### src/rtl/regfile_ctx_pkg.sv
// regfile_ctx_pkg: shared state encoding and constants for the context save/restore sequencer.
package regfile_ctx_pkg;
    typedef enum logic [1:0] {IDLE, SAVE, RESTORE, DONE} ctx_state_t;
    localparam logic [4:0] XZR_IDX   = 5'd31;
    localparam int         NREGS_DEF = 31;
endpackage

### src/rtl/ctx_idx_counter.sv
// ctx_idx_counter: 5-bit register index counter with clear, increment and terminal-count flag.
module ctx_idx_counter #(
    parameter logic [4:0] LAST = 5'd30
) (
    input  logic       clk,
    input  logic       reset,
    input  logic       i_clr,
    input  logic       i_inc,
    output logic [4:0] o_idx,
    output logic       o_last
);
    logic [4:0] r_idx;
    always_ff @(posedge clk) begin
        if (reset || i_clr) r_idx <= '0;
        else if (i_inc) r_idx <= r_idx + 5'd1;
    end
    assign o_idx  = r_idx;
    assign o_last = r_idx == LAST;
endmodule

### src/rtl/regfile_ctx_seq.sv
// regfile_ctx_seq: walks X0..X30 out to a backing store on save and back into the regfile on restore.
// Define CTX_CHECKSUM_EN to accumulate a running XOR of transferred words on ctx_xor.
module regfile_ctx_seq
    import regfile_ctx_pkg::*;
#(
    parameter int N     = 64,
    parameter int NREGS = NREGS_DEF
) (
    input  logic         clk,
    input  logic         reset,
    input  logic         save_req,
    input  logic         restore_req,
    output logic         busy,
    output logic         stall,
    output logic         done,
    output logic [4:0]   rf_ra,
    input  logic [N-1:0] rf_rd,
    output logic         rf_we,
    output logic [4:0]   rf_wa,
    output logic [N-1:0] rf_wd,
    output logic         sv_valid,
    input  logic         sv_ready,
    output logic [4:0]   sv_idx,
    output logic [N-1:0] sv_data,
    input  logic         rs_valid,
    output logic         rs_ready,
    input  logic [N-1:0] rs_data,
    output logic [N-1:0] ctx_xor
);
    // Clamp so the walk can never reach XZR even if NREGS is oversized.
    localparam logic [4:0] LAST = (NREGS > 31) ? XZR_IDX - 5'd1 : 5'(NREGS - 1);

    ctx_state_t r_state;
    logic [4:0] w_idx;
    logic       w_last, w_start, w_sv_hs, w_rs_hs, w_hs;

    assign w_start = r_state == IDLE && (save_req || restore_req);
    assign w_sv_hs = r_state == SAVE && sv_ready;
    assign w_rs_hs = r_state == RESTORE && rs_valid && !reset;
    assign w_hs    = w_sv_hs || w_rs_hs;

    ctx_idx_counter #(.LAST(LAST)) u_idx (
        .clk    (clk),
        .reset  (reset),
        .i_clr  (w_start),
        .i_inc  (w_hs && !w_last),
        .o_idx  (w_idx),
        .o_last (w_last)
    );

    always_ff @(posedge clk) begin
        if (reset) r_state <= IDLE;
        else begin
            case (r_state)
                IDLE:          r_state <= save_req ? SAVE : restore_req ? RESTORE : IDLE;
                SAVE, RESTORE: r_state <= (w_hs && w_last) ? DONE : r_state;
                default:       r_state <= IDLE;
            endcase
        end
    end

    assign busy     = r_state != IDLE;
    assign stall    = busy;
    assign done     = r_state == DONE;
    assign sv_valid = r_state == SAVE;
    assign rs_ready = r_state == RESTORE;
    assign rf_ra    = sv_valid ? w_idx : '0;
    assign sv_idx   = sv_valid ? w_idx : '0;
    assign sv_data  = sv_valid ? rf_rd : '0;
    assign rf_we    = w_rs_hs;
    assign rf_wa    = w_rs_hs ? w_idx : '0;
    assign rf_wd    = w_rs_hs ? rs_data : '0;

`ifdef CTX_CHECKSUM_EN
    logic [N-1:0] r_xor;
    always_ff @(posedge clk) begin
        if (reset || w_start) r_xor <= '0;
        else if (w_hs) r_xor <= r_xor ^ (sv_valid ? rf_rd : rs_data);
    end
    assign ctx_xor = r_xor;
`else
    assign ctx_xor = '0;
`endif
endmodule
### config.mk
export PLATFORM = sky130hd
export DESIGN_NAME = regfile_ctx_seq
export DESIGN_NICKNAME = d
export VERILOG_FILES = /design/src/rtl/regfile_ctx_pkg.sv /design/src/rtl/ctx_idx_counter.sv /design/src/rtl/regfile_ctx_seq.sv
export SDC_FILE = /design/constraint.sdc
export NUM_CORES = 1
export LEC_CHECK = 0
export BUFFER_PORTS_ARGS = -buffer_cell sky130_fd_sc_hd__buf_4
export CORE_AREA = 2 2 137 139
export DETAILED_ROUTE_END_ITERATION = 10
export DIE_AREA = 0 0 139 141
export SYNTH_ARGS = -nofsm -noshare
export SYNTH_HDL_FRONTEND = slang
export SYNTH_SLANG_ARGS = --single-unit
export TNS_END_PERCENT = 30
### constraint.sdc
create_clock -name clk -period 2.85 [get_ports clk]
set_input_delay 0.285 -clock clk [delete_from_list [all_inputs] [get_ports clk]]
set_output_delay 0.285 -clock clk [all_outputs]
set_load 0.01 [all_outputs]
# Word-level counts from Yosys, hierarchy flattened
# Index checks and enable logic that the tools add are counted.
# word_totals
ff_bits	7
latchBits	0
ramBits	0
mem_bits_ro	0
in_bits	134
out_inout_bits	213
word_cells	30
mem_count	0
# classes
n_addsub	1
mul	0
div	0
order_cmp	0
n_eq_ne	5
n_shift	0
mux	8
bitwise	0
reduce_logical	14
# ops
op	n
2-to-1 mux 64 bit	2
2-to-1 mux 5 bit	2
logical AND 1 bit	6
2-to-1 mux 2 bit	3
adder 5 x 1 -> 5 bit (second input constant)	1
== test 5 bit (second input constant)	1
== test 2 bit (second input constant)	2
case mux 2 bit (2 select lines)	1
logical OR 1 bit	3
== test 2 x 1 -> 1 bit (second input constant)	1
zero test 1 bit	2
zero test 2 bit	1
inequality test 2 bit (second input constant)	1
nonzero test 2 bit	1
OR reduction 2 bit	1

# Logic depth before layout (Yosys ltp)
# logic_depth
ltp_word	7
depth_mapped	7
depth_no_buf	6

# Modules after synthesis
# From an unflattened synthesis, not the netlist that was laid out.
# hier_totals
cells_unflattened	276
area_unflattened_um2	1970.6
# modules_own_cells
module	n_inst	cells_per_inst	area_per_inst_um2	seq_area_each_um2
regfile_ctx_seq	1	250	1704.1	40.0
ctx_idx_counter	1	26	266.5	100.1

# Worst setup path before layout
# No wires, ideal clock.
# synth_timing
path_kind	register -> output
startpoint	register r_state[0]
endpoint	output rf_wd[44]
arrival_ps	1373
required_ps	2565
path_slack_ps	1192
path_stages_with_launch	8
path_buffers	2
cell_sequence	dfxtp_1 -> inv_1 -> ha_1 -> nand3b_4 -> inv_2 -> buf_2 -> buf_2 -> and2_1
# synth_via
elab_chain_cells	4
# synth_lines
element	line	text
start: declaration	regfile_ctx_seq.sv:33	ctx_state_t r_state;
start signal: assignment	regfile_ctx_seq.sv:55	IDLE: r_state <= save_req ? SAVE : restore_req ? RESTORE : IDLE;
start signal: assignment	regfile_ctx_seq.sv:56	SAVE, RESTORE: r_state <= (w_hs && w_last) ? DONE : r_state;
== test 2 bit	-	
via rs_ready	regfile_ctx_seq.sv:26	output logic rs_ready,
logical AND 1 bit (2 in a row)	regfile_ctx_seq.sv:39	assign w_rs_hs = r_state == RESTORE && rs_valid && !reset;
2-to-1 mux 64 bit	regfile_ctx_seq.sv:72	assign rf_wd = w_rs_hs ? rs_data : '0;
end: declaration	regfile_ctx_seq.sv:20	output logic [N-1:0] rf_wd,
# The timed path passes the listed nets, and every way through them passes these cells.

# Final worst setup path
# layout_timing
startpoint	register r_state[0]
endpoint	output rf_wd[35]
# layout_via
elab_chain_cells	4
# layout_lines
element	line
== test 2 bit	regfile_ctx_seq.sv:39
logical AND 1 bit (2 in a row)	regfile_ctx_seq.sv:39
2-to-1 mux 64 bit	regfile_ctx_seq.sv:72
# No other way between the ends.

==> impl_metrics.toml <==
[global_routing]
grt_pass1_wl_um = 12100
grt_pass1_vias = 2160
grt_use_total = 0.0772
overflow = 0
grt_max_degree = 37
antenna_found_initial = 0

[synth]
synthTopCellsByArea = "and2_1 (43%), buf_4 (27%), dfxtp_1 (7.2%)"
synthesis.area_um2 = 1950
synth_seq_cells = 7
synth.top_cell.area_share = 0.434
syn-instance-count = 277
seq_area_frac_synth = 0.0720
synth_warnings = 0
synth_largest_area_cell = "and2_1"
syn_area_per_cell_um2 = 7.02
ys_types = 31

[floorplanning]
start_util = 0.107
core-area_um2 = 18300
die_y_um = 141
die_x_um = 139
rows = 50
io_pins = 347
die_area_um2 = 19600

[timing]
layout_min_cycle_time_ns = 2.29
min_period_over_period = 0.802
tightestPinTransition_ns = 0.594
timing_hold_violations_final = 0
fin_skew_ns = 0.000563
tns_ns = 0
slew_headroom = 0.604
fmax_mhz = 437
rsz0062_at_grt = "false"
drv_slew = 0
finalSetupViolations = 0

[setup_path]
rrSetupSlack_ns = 1.09
worstReg2RegStart = "r_state[0]"
crit_required_ns = 2.57
crit_slowest_cell = "inv_2"
cp_data_arrival_time_ns = 2.00
worst-path-stages = 7
worstSetupEndpointType = "output pin"
path_max_fanout = 29
cp-start-kind = "flip-flop"
path_delay_family = "buffers and inverters"
crit_buf_inv = 4
r2r_cells = 5
cp_cell_sequence = "inv_1 > ha_1 > nand3b_4 > inv_2 > buf_4 > and2_1 > buf_4"
critPathMaxStageDelay_ns = 0.38
r2r-end = "u_idx.o_idx[1]"
path_class = "reg -> out"
critical_path.most_common_cell = "buf_4"

[drt]
detail-route-antenna-nets = 0
drt_first_pass_iters = 4
wl_per_cell_um = 11.1
drc = 0
drt_iter0_drc = 51
routed_wl_um = 8690
num_vias = 2471
via_per_inst = 3.17

[clock_network]
postCtsResizedCells = 0
cts_setup_buffers = 0
cts.path.max_buffers = 2
insertion_delay_ns = 0.23
cts.sinks = 7
clk_pin_slew_worst_paths_ns = 0.04
cts_root_buffer = "clkbuf_16"
numCtsBuffers = 3
tritoncts = "done"
hold_buffers = 0
htreeDepth = 1

[min_path]
min_path_type = "in -> reg"
holdPathEnd = "r_state[0]"
holdPathStages = 3
hp-start = "save_req"

[power]
leakage_uw = 0.00233
ir_drop_mv = 0.141
powerDensity_nw_per_um2 = 195
total_power_uw = 804

[placement]
io_buffers = 282
gp_congestion = 0.773
dp.final_hpwl_um = 7710

[cells_and_area]
layout.cells.most_common = "buf_4"
fin_nets = 688
final_cell_mix = "buf_4 (286), and2_1 (135), conb_1 (64), nor2_1 (8), dfxtp_1 (7)"
area_growth_pct = 112
num-fill-cells = 2036
layout-drive-gt1-share = 0.553
n_antenna_cell = 0

[flow_run]
cap_violations = 0

[outcome]
status = "complete, no violations"
[metrics by stage]
step	hold WS [ns]	util	setup WS [ns]	instances	instance area, um^2
2_1_floorplan	0.422	-	1.19	340	2180
3_3_place_gp	0.552	0.221	0.801	776	4040
3_5_place_dp	0.570	0.221	0.786	776	4040
4_1_cts	0.332	0.226	0.529	780	4120
5_1_grt	0.350	0.226	0.378	780	4120
6_report	0.330	0.226	0.563	780	4120
[layout make-up]
cell class	instances	area, um^2	share of cell area
Multi-Input combinational cell	242	1440	0.348
Timing Repair Buffer	286	2150	0.521
Clock buffer	4	78.8	0.0191
Inverter	7	26.3	0.00638
Sequential cell	7	140	0.0340
Tap cell	234	293	0.0711
[power breakdown]
part / internal (uW) / leakage [uW] / total (uW) / switching, uW
Clock: 186 / 0.0000382 / 239 / 52.6
Combinational: 256 / 0.00223 / 459 / 202
Sequential: 102 / 0.0000567 / 107 / 5.17
Total: 544 / 0.00233 / 804 / 260
[registers in the layout (all words and copies together), names as in the netlist]
| signal | cells |
|---|---|
| u_idx.o_idx | 5 |
| r_state | 2 |
[cells by family after synthesis]
logic type | Yosys count | synth area share
AND/OR/NAND/NOR | 156 | 0.505
buffers and inverters | 91 | 0.313
AO/OA/AOI/OAI | 12 | 0.0489
adder cells (fa/ha/maj) | 7 | 0.0450
flip-flops | 7 | 0.0720
XOR/XNOR | 3 | 0.0135
other | 1 | 0.00193
[worst max path at each step]
stage	endpoint	slack, ns	start
final	rf_wd[35]	0.56	r_state[0]
after global placement	rf_wd[35]	0.80	r_state[1]
after CTS	rf_wd[35]	0.53	r_state[0]
after global routing	rf_wd[18]	0.38	r_state[0]
after floorplan	rf_wd[44]	1.19	r_state[0]
after detailed placement	rf_wd[35]	0.79	r_state[0]
[cell usage after synthesis]
cell type and n:
nand3_1 3, a21oi_2 1, and2_2 2, a31oi_1 1, nand2b_1 1, nor2_1 8
a21oi_1 1, nor4b_1 1, a21boi_2 1, clkbuf_2 1, o21ai_1 1, nand2_4 1
nor2b_1 1, a211oi_1 2, and2_1 135, nand3b_4 1, conb_1 1, ha_1 7
buf_2 3, buf_4 70, and4_4 1, o21ai_0 2, a21o_2 1, dfxtp_1 7
inv_2 1, a211oi_2 2, inv_1 6, xnor2_1 3, nor3_2 1, clkbuf_1 10
nor3_1 1
[layer usage]
metal / up-vias / GRT usage / wire length (um)
met5: - / 0 / 0
met4: 0 / 0.00797 / 27
met3: 5 / 0.0238 / 764
met2: 142 / 0.134 / 4310
met1: 1082 / 0.0980 / 3590
li1: 1242 / - / -
[tightest hold or removal path: cells and delay by family]
family	cells	cell delay, ns
simple gates	1	0.07
buf+inv	1	0.10
compound gates	1	0.07
Power figures use the tool's default switching activity.
